`config.mk`:
```
export PLATFORM = sky130hd
export DESIGN_NAME = pulse_train_gen
export DESIGN_NICKNAME = d
export VERILOG_FILES = /design/src/rtl/pulse_train_gen_pkg.sv /design/src/rtl/pulse_train_gen_ch.sv /design/src/rtl/pulse_train_gen.sv
export SDC_FILE = /design/constraint.sdc
export NUM_CORES = 2
export LEC_CHECK = 0
export ABC_AREA = 1
export CORE_MARGIN = 4
export CORE_UTILIZATION = 59
export CTS_CLUSTER_SIZE = 10
export DETAILED_ROUTE_END_ITERATION = 10
export DONT_BUFFER_PORTS = 1
export GPL_TIMING_DRIVEN = 0
export PLACE_DENSITY = 0.75
export RECOVER_POWER = 50
export SLEW_MARGIN = 10
export SYNTH_ARGS = -nofsm -noshare
export SYNTH_HDL_FRONTEND = slang
export SYNTH_SLANG_ARGS = --single-unit
```
`constraint.sdc`:
```
create_clock -name i_clk -period 2.65 [get_ports i_clk]
set_clock_uncertainty 0.2 [all_clocks]
set_input_delay 0.3975 -clock i_clk [delete_from_list [all_inputs] [get_ports i_clk]]
set_output_delay 0.3975 -clock i_clk [all_outputs]
set_load 0.02 [all_outputs]
```
`src/rtl/pulse_train_gen_pkg.sv`:
```
// rtl/pulse_train_gen_pkg.sv - shared types and defaults for the pulse-train generator
package pulse_train_gen_pkg;

    localparam int DEF_CNT_W = 16;
    localparam int DEF_WID_W = 8;

    localparam int DEF_NUM  = 0;
    localparam int DEF_HIGH = 1;
    localparam int DEF_LOW  = 1;

    typedef enum logic [1:0] {
        ST_IDLE = 2'd0,
        ST_HIGH = 2'd1,
        ST_LOW  = 2'd2
    } ch_state_e;

endpackage

```
`src/rtl/pulse_train_gen_ch.sv`:
```
// rtl/pulse_train_gen_ch.sv - one pulse-train channel: shadow config, working copy, FSM
module pulse_train_ch
    import pulse_train_gen_pkg::*;
#(
    parameter int CNT_W = DEF_CNT_W,
    parameter int WID_W = DEF_WID_W
) (
    input  logic             i_clk,
    input  logic             i_rst_n,
    input  logic             i_en,
    input  logic             i_cfg_we,
    input  logic [CNT_W-1:0] i_cfg_num,
    input  logic [WID_W-1:0] i_cfg_high,
    input  logic [WID_W-1:0] i_cfg_low,
    input  logic             i_start,
    input  logic             i_abort,
    output logic             o_pulse,
    output logic             o_busy,
    output logic             o_done
);

    logic [CNT_W-1:0] r_num;
    logic [WID_W-1:0] r_high;
    logic [WID_W-1:0] r_low;
    logic [WID_W-1:0] r_work_high;
    logic [WID_W-1:0] r_work_low;
    logic [WID_W-1:0] r_timer;
    logic [CNT_W-1:0] r_rem;
    ch_state_e        r_state;
    logic             r_pulse;
    logic             r_busy;
    logic             r_done;

    logic [WID_W-1:0] w_high_eff;
    logic [WID_W-1:0] w_low_eff;

    // A zero width would swallow a phase; clamp to one cycle so every pulse has an edge.
    assign w_high_eff = (r_high == '0) ? WID_W'(1) : r_high;
    assign w_low_eff  = (r_low  == '0) ? WID_W'(1) : r_low;

    always_ff @(posedge i_clk) begin
        if (!i_rst_n) begin
            r_num       <= CNT_W'(DEF_NUM);
            r_high      <= WID_W'(DEF_HIGH);
            r_low       <= WID_W'(DEF_LOW);
            r_work_high <= WID_W'(DEF_HIGH);
            r_work_low  <= WID_W'(DEF_LOW);
            r_timer     <= '0;
            r_rem       <= '0;
            r_state     <= ST_IDLE;
            r_pulse     <= 1'b0;
            r_busy      <= 1'b0;
            r_done      <= 1'b0;
        end else begin
            if (i_cfg_we) begin
                r_num  <= i_cfg_num;
                r_high <= i_cfg_high;
                r_low  <= i_cfg_low;
            end
            r_done <= 1'b0;
            if (i_abort) begin
                r_state <= ST_IDLE;
                r_pulse <= 1'b0;
                r_busy  <= 1'b0;
            end else if (i_en) begin
                case (r_state)
                    ST_IDLE: begin
                        if (i_start) begin
                            if (r_num == '0) begin
                                r_done <= 1'b1;
                            end else begin
                                r_work_high <= w_high_eff;
                                r_work_low  <= w_low_eff;
                                r_rem       <= r_num;
                                r_timer     <= w_high_eff;
                                r_state     <= ST_HIGH;
                                r_pulse     <= 1'b1;
                                r_busy      <= 1'b1;
                            end
                        end
                    end
                    ST_HIGH: begin
                        if (r_timer <= WID_W'(1)) begin
                            r_timer <= r_work_low;
                            r_state <= ST_LOW;
                            r_pulse <= 1'b0;
                        end else begin
                            r_timer <= r_timer - WID_W'(1);
                        end
                    end
                    ST_LOW: begin
                        if (r_timer <= WID_W'(1)) begin
                            r_rem <= r_rem - CNT_W'(1);
                            if (r_rem == CNT_W'(1)) begin
                                r_state <= ST_IDLE;
                                r_busy  <= 1'b0;
                                r_done  <= 1'b1;
                            end else begin
                                r_timer <= r_work_high;
                                r_state <= ST_HIGH;
                                r_pulse <= 1'b1;
                            end
                        end else begin
                            r_timer <= r_timer - WID_W'(1);
                        end
                    end
                    default: begin
                        r_state <= ST_IDLE;
                        r_pulse <= 1'b0;
                        r_busy  <= 1'b0;
                    end
                endcase
            end
        end
    end

    assign o_pulse = r_pulse;
    assign o_busy  = r_busy;
    assign o_done  = r_done;

endmodule

```
`src/rtl/pulse_train_gen.sv`:
```
// rtl/pulse_train_gen.sv - sixteen-channel pulse-train generator top
module pulse_train_gen
    import pulse_train_gen_pkg::*;
#(
    parameter int NCH   = 16,
    parameter int CNT_W = DEF_CNT_W,
    parameter int WID_W = DEF_WID_W
) (
    input  logic             i_clk,
    input  logic             i_rst_n,
    input  logic             i_en,
    input  logic             i_cfg_we,
    input  logic [3:0]       i_cfg_ch,
    input  logic [CNT_W-1:0] i_cfg_num,
    input  logic [WID_W-1:0] i_cfg_high,
    input  logic [WID_W-1:0] i_cfg_low,
    input  logic [NCH-1:0]   i_start,
    input  logic [NCH-1:0]   i_abort,
    output logic [NCH-1:0]   o_pulse,
    output logic [NCH-1:0]   o_busy,
    output logic [NCH-1:0]   o_done
);

    logic [NCH-1:0] w_cfg_we;

    for (genvar g = 0; g < NCH; g++) begin : g_ch
        assign w_cfg_we[g] = i_cfg_we && (i_cfg_ch == 4'(g));

        pulse_train_ch #(
            .CNT_W (CNT_W),
            .WID_W (WID_W)
        ) u_ch (
            .i_clk      (i_clk),
            .i_rst_n    (i_rst_n),
            .i_en       (i_en),
            .i_cfg_we   (w_cfg_we[g]),
            .i_cfg_num  (i_cfg_num),
            .i_cfg_high (i_cfg_high),
            .i_cfg_low  (i_cfg_low),
            .i_start    (i_start[g]),
            .i_abort    (i_abort[g]),
            .o_pulse    (o_pulse[g]),
            .o_busy     (o_busy[g]),
            .o_done     (o_done[g])
        );
    end

endmodule

```
Word level (Yosys, flattened, before mapping)
Cells that the tools add are included.

operators by class
  add/sub/neg operators = 32
  $lt $le $gt $ge = 16
  equal/unequal tests = 175
  muxes and demuxes = 512
  bitwise operators = 50
  reduce and logical (&&, ||, !) cells = 241

operators by type and width
  cell                                                                               number
  8-bit two-way mux                                                                  112
  16-bit two-way mux                                                                 48
  16-bit one-hot mux with 2 select lines                                             16
  8-bit one-hot mux with 3 select lines                                              16
  6-bit AND reduction                                                                64
  16-bit by 1-bit == test with 1-bit output (second input constant)                  16
  16-bit logical NOT                                                                 16
  8-bit logical NOT                                                                  32
  16-bit by 1-bit subtractor with 16-bit output (second input constant)              16
  1-bit two-way mux                                                                  192
  5-bit AND reduction                                                                32
  8-bit by 1-bit less-or-equal comparator with 1-bit output (second input constant)  16
  2-bit two-way mux                                                                  64
  8-bit by 1-bit subtractor with 8-bit output (second input constant)                16
  2-bit by 1-bit inequality test with 1-bit output (second input constant)           48
  2-bit inequality test (second input constant)                                      48
  1-bit one-hot mux with 3 select lines                                              32
  2-bit one-hot mux with 3 select lines                                              16
  1-bit inverter                                                                     50
  3-bit inequality test (second input constant)                                      16
  3-bit nonzero test                                                                 16
  3-bit OR reduction                                                                 16
  2-bit by 1-bit == test with 1-bit output (second input constant)                   16
  2-bit == test (second input constant)                                              16
  10 further kinds                                                                   96

storage, ports and cells
  flip-flop bits (word level) = 1232
  word-level logic and storage cells = 1202

Longest topological paths before layout
  depth after elaboration = 5
  depth in mapped cells = 13
  depth with buffers taken out = 13

Cells and area by module
From an unflattened synthesis, not the netlist that was laid out.

unflattened totals
  cells, all modules = 10265
  area, all modules = 64719.6 sq um

by module, submodules not included
  module                              times used  cells an instance  area each (sq um)  sequential area each (sq um)
  pulse_train_ch at g_ch[0].u_ch ...  15          640                4030.1             1541.5
  pulse_train_ch at g_ch[10].u_ch     1           633                4141.5             1541.5
  pulse_train_gen                     1           32                 126.4              0.0

Least setup slack after synthesis
Ideal clock, no wire load.

  path kind = register to register
  start = register g_ch[2].u_ch.r_timer[0]
  end = register g_ch[2].u_ch.r_rem[8]
  setup time = 0.112 ns
  arrival time = 1.669 ns
  slack = 0.670 ns
  cell stages (with the launch flop) = 12
  buffers on the path = 2
  path through = dfxtp_1 inv_1 ha_1 clkbuf_1 o21ai_0 nor2_1 nor2_1 nor2_2 nand3_2 buf_2 nor2_1 nor2_1

on the way
  longest elaborated chain between the ends = 3

ends and longest elaborated chain
  element                                                            RTL line                  source
  start, declared                                                    pulse_train_gen_ch.sv:27  logic [WID_W-1:0] r_timer;
  start signal, assigned                                             pulse_train_gen_ch.sv:75  r_timer <= w_high_eff;
  start signal, assigned                                             pulse_train_gen_ch.sv:84  r_timer <= r_work_low;
  start signal, assigned                                             pulse_train_gen_ch.sv:88  r_timer <= r_timer - WID_W'(1);
  8-bit by 1-bit less-or-equal comparator with 1-bit output          pulse_train_gen_ch.sv:92  if (r_timer <= WID_W'(1)) begin
  2-bit by 1-bit inequality test with 1-bit output (no source line)  --
  6-bit AND reduction (no source line)                               --
  end signal, assigned                                               pulse_train_gen_ch.sv:74  r_rem <= r_num;
  end signal, assigned                                               pulse_train_gen_ch.sv:93  r_rem <= r_rem - CNT_W'(1);
  end, declared                                                      pulse_train_gen_ch.sv:28  logic [CNT_W-1:0] r_rem;

No other way between the ends.
A chain may end at the register's enable or synchronous reset.

Final worst setup path
  start = input i_rst_n
  end = register g_ch[10].u_ch.r_rem[4]

RTL lines
  element               RTL line                  source
  start, declared       pulse_train_gen.sv:10     input logic i_rst_n,
  end signal, assigned  pulse_train_gen_ch.sv:74
  end signal, assigned  pulse_train_gen_ch.sv:93
  end, declared         pulse_train_gen_ch.sv:28

No word-level cell between the ends.

==> metrics.yaml <==
clk_latency_ns: 0.77
min_to: "g_ch[0].u_ch.r_state[1]"
synth-seq-area-share_pct: 37.8
relSlewSlack_pct: -0.417
leakagePower_nw: 35.0
violations: "max-capacitance violations, max-slew violations, negative setup slack"
rr_startpoint: "g_ch[3].u_ch.r_timer[0]"
fp.dieArea_mm2: 0.116
fin_crit_ns: 2.73
port_buffers: 0
async_reset_ff_share_pct: 0
hold_violations: 0
slowest_delay_ns: 0.93
final_nets: 10963
drc: 0
crit_path_top_delay_cell: "clkbuf_1"
final_cell_mix: "nor2_1 (2,555), nand2_1 (2,536), dfxtp_1 (1,232)"
die_w_um: 340
place_inst: 12024
clock_path_buffers: 3
start_util_pct: 59.6
cts_tree: "yes"
yosysWarnings: 0
die_h_um: 340
cts_made_buffers: 146
post_cts_buffers: 0
worst-slew-pin-transition_ns: 1.51
grt_pass1_vias: 62892
synth_edf_count: 0
avgSynthCellArea_um2: 6.19
first_pass_iters: 9
crit_type: "in2reg"
routabilityCongestion: 0.997
ant_nets: 0
syn2layout_area_growth_pct: 10.4
clock-sinks: 1232
rsz0062_at_grt: "false"
startpoint_type: "input port"
synth.cell_area_mm2: 0.0652
post-place-ws_ns: -0.724
min_period_over_period_pct: 103
endpoint_kind: "register"
vias: 70408
wl_mm: 243
htree_levels: 4
netlist_instances: 10537
grt_pass1_wl_mm: 362
antenna_found_initial: 48
yosysUniqueCellTypes: 50
critPathTopFamily: "buffers and inverters"
path_clk_slew_ns: 0.05
min_from: "i_start[0]"
cp_max_fo: 11
syn_nets: 10738
core-area_mm2: 0.109
grt_overflow: 0
final_util_pct: 65.8
drt-initial-drc-count: 8986
hp-class: "in2reg"
ys.flop_type: "dfxtp_1"
critPathRequiredTime_ns: 3.04
drive_gt1_share_pct: 3.79
setup_violations: 12
path_buf_inv: 4
num_rows: 121
cts_root_buf: "clkbuf_16"
ir_drop_v: 0.000642
maxCapViolations: 3
grt_max_degree: 17
crit_arrival_ns: 3.12
wire_per_inst_um: 19.7
synth_seq_cells: 1232
final_common_cell: "nor2_1"
r2r_end: "g_ch[3].u_ch.r_rem[13]"
fin_ws_ns: -0.0786
ff2ff_setup_slack_ns: 0.17
io_pins: 120
worstHoldPathCells: 5
p_per_area_mw_per_mm2: 660
dpl.hpwl_mm: 171
stdcell_count: 12330
grt_util_all_layers_pct: 40.0
fmax_mhz: 366
crit_chain: "buf_2 > clkinv_2 > clkbuf_2 > clkbuf_1 > nor2_1"
drv_slew: 17
status: "complete, but fails checks"
r2r_cells: 10
drt-vias-per-instance: 5.71
-- registers in the layout (all words and copies together) (netlist names) --
register	flops
g_ch.u_ch.o_busy	16
g_ch.u_ch.r_rem	256
g_ch.u_ch.r_timer	128
g_ch.u_ch.o_done	16
g_ch.u_ch.r_work_low	128
g_ch.u_ch.r_state	32
g_ch.u_ch.r_work_high	128
g_ch.u_ch.r_num	256
g_ch.u_ch.r_low	128
g_ch.u_ch.o_pulse	16
g_ch.u_ch.r_high	128
-- per-stage QoR --
step / total power, W / TNS [ns] / hold slack (ns) / area [um2]
3_3_place_gp: 0.0287 / -378.28 / 0.235 / 67000
6_report: 0.0475 / -0.533 / 0.0443 / 71900
2_1_floorplan: 0.0265 / 0 / 0.223 / 65200
5_1_grt: 0.0493 / 0 / 0.0221 / 71900
3_5_place_dp: 0.0290 / -123.77 / 0.238 / 67300
4_1_cts: 0.0472 / 0 / 0.00193 / 72100
-- cell families after synthesis --
logic type               after synthesis  share of synthesized area, %
AO/OA/AOI/OAI                       1768                          14.0
XOR/XNOR                              27                         0.363
adder cells (fa/ha/maj)              129                          2.48
buffers and inverters               1484                          9.23
flip-flops                          1232                          37.8
AND/OR/NAND/NOR                     5897                          36.1
-- worst max-delay path by stage --
| stage | from | slack [ns] | cells past startpoint | end |
|---|---|---|---|---|
| 2_1_floorplan | g_ch[2].u_ch.r_timer[0] | 0.67 | 11 | g_ch[2].u_ch.r_rem[8] |
| 3_3_place_gp | i_en | -1.72 | 6 | g_ch[6].u_ch.o_done |
| 3_5_place_dp | i_rst_n | -0.72 | 5 | g_ch[15].u_ch.r_work_high[0] |
| 4_1_cts | i_rst_n | 0.06 | 5 | g_ch[15].u_ch.r_work_high[0] |
| 5_1_grt | g_ch[0].u_ch.r_timer[0] | 0.002 | 8 | g_ch[0].u_ch.o_done |
| 6_report | i_rst_n | -0.08 | 5 | g_ch[10].u_ch.r_rem[4] |
-- per-layer routing --
layer  GRT usage (%)  vias up  part of all wire, %
li1                -    33766                    -
met1            52.4    32143                   40
met2            58.8     3722                   41
met3            10.9      759                   13
met4            23.9       18                  6.5
met5               0        -                0.043
-- repair_timing --
item | CTS | global route
hold endpoints to repair | 494 | 0
gates resized for setup | 0 | 7
hold buffers | 66 | 0
setup endpoints to repair | 0 | 51
-- power breakdown --
part	switching, W	internal [W]	leakage (nW)
combinational	0.00654	0.00268	23.0
clock	0.00777	0.0106	2.03
sequential	0.000585	0.0193	9.99
-- cell type report --
| class | count | area (um2) |
|---|---|---|
| well taps | 1476 | 1850 |
| inverters | 931 | 3500 |
| diodes | 44 | 110 |
| flip-flops and latches | 1232 | 24700 |
| clock inverters | 8 | 55.1 |
| fillers | 10377 | 37400 |
| plain buffers | 553 | 2320 |
| repair buffers | 77 | 898 |
| clock buffers | 188 | 4070 |
| multi-input cells | 7821 | 34500 |
-- synthesized netlist by cell type (2+ instances only) --
cell | count | area share, %
nand3_1 | 521 | 4.0
nand3_2 | 5 | 0.077
ha_1 | 129 | 2.5
clkinv_1 | 9 | 0.052
nor2_1 | 2554 | 15
inv_2 | 22 | 0.13
a31oi_1 | 9 | 0.086
clkbuf_1 | 345 | 2.0
buf_2 | 112 | 0.86
a22oi_1 | 2 | 0.023
buf_4 | 65 | 0.75
a22o_1 | 26 | 0.35
o31ai_1 | 10 | 0.12
nand4_2 | 2 | 0.038
inv_1 | 899 | 5.2
xnor2_1 | 18 | 0.24
buf_6 | 8 | 0.14
nor4_1 | 23 | 0.22
or2_0 | 4 | 0.038
buf_1 | 22 | 0.13
or2_2 | 14 | 0.13
o21bai_1 | 2 | 0.023
o21ai_1 | 3 | 0.023
nand4_1 | 118 | 1.1
dfxtp_1 | 1232 | 38
a21oi_1 | 567 | 4.4
nor2_2 | 19 | 0.18
nand2_1 | 2531 | 15
nor3_1 | 66 | 0.51
a21oi_4 | 2 | 0.050
o21ai_0 | 1102 | 8.5
a31o_2 | 11 | 0.15
o22ai_1 | 16 | 0.15
nand3b_1 | 24 | 0.28
o211ai_1 | 11 | 0.13
nand2_2 | 12 | 0.12
xor2_1 | 9 | 0.12
-- worst reg2reg max path, stage by stage (launching register included) --
cell	delay, ns
dfxtp_1	0.33
inv_1	0.17
ha_1	0.27
nor2_1	0.06
nor2_1	0.24
nand2_1	0.15
nand2_1	0.16
nand4_1	0.29
clkbuf_2	0.32
nor2_1	0.16
nor2_1	0.04
No activity file was read; power rests on OpenSTA's default activity.
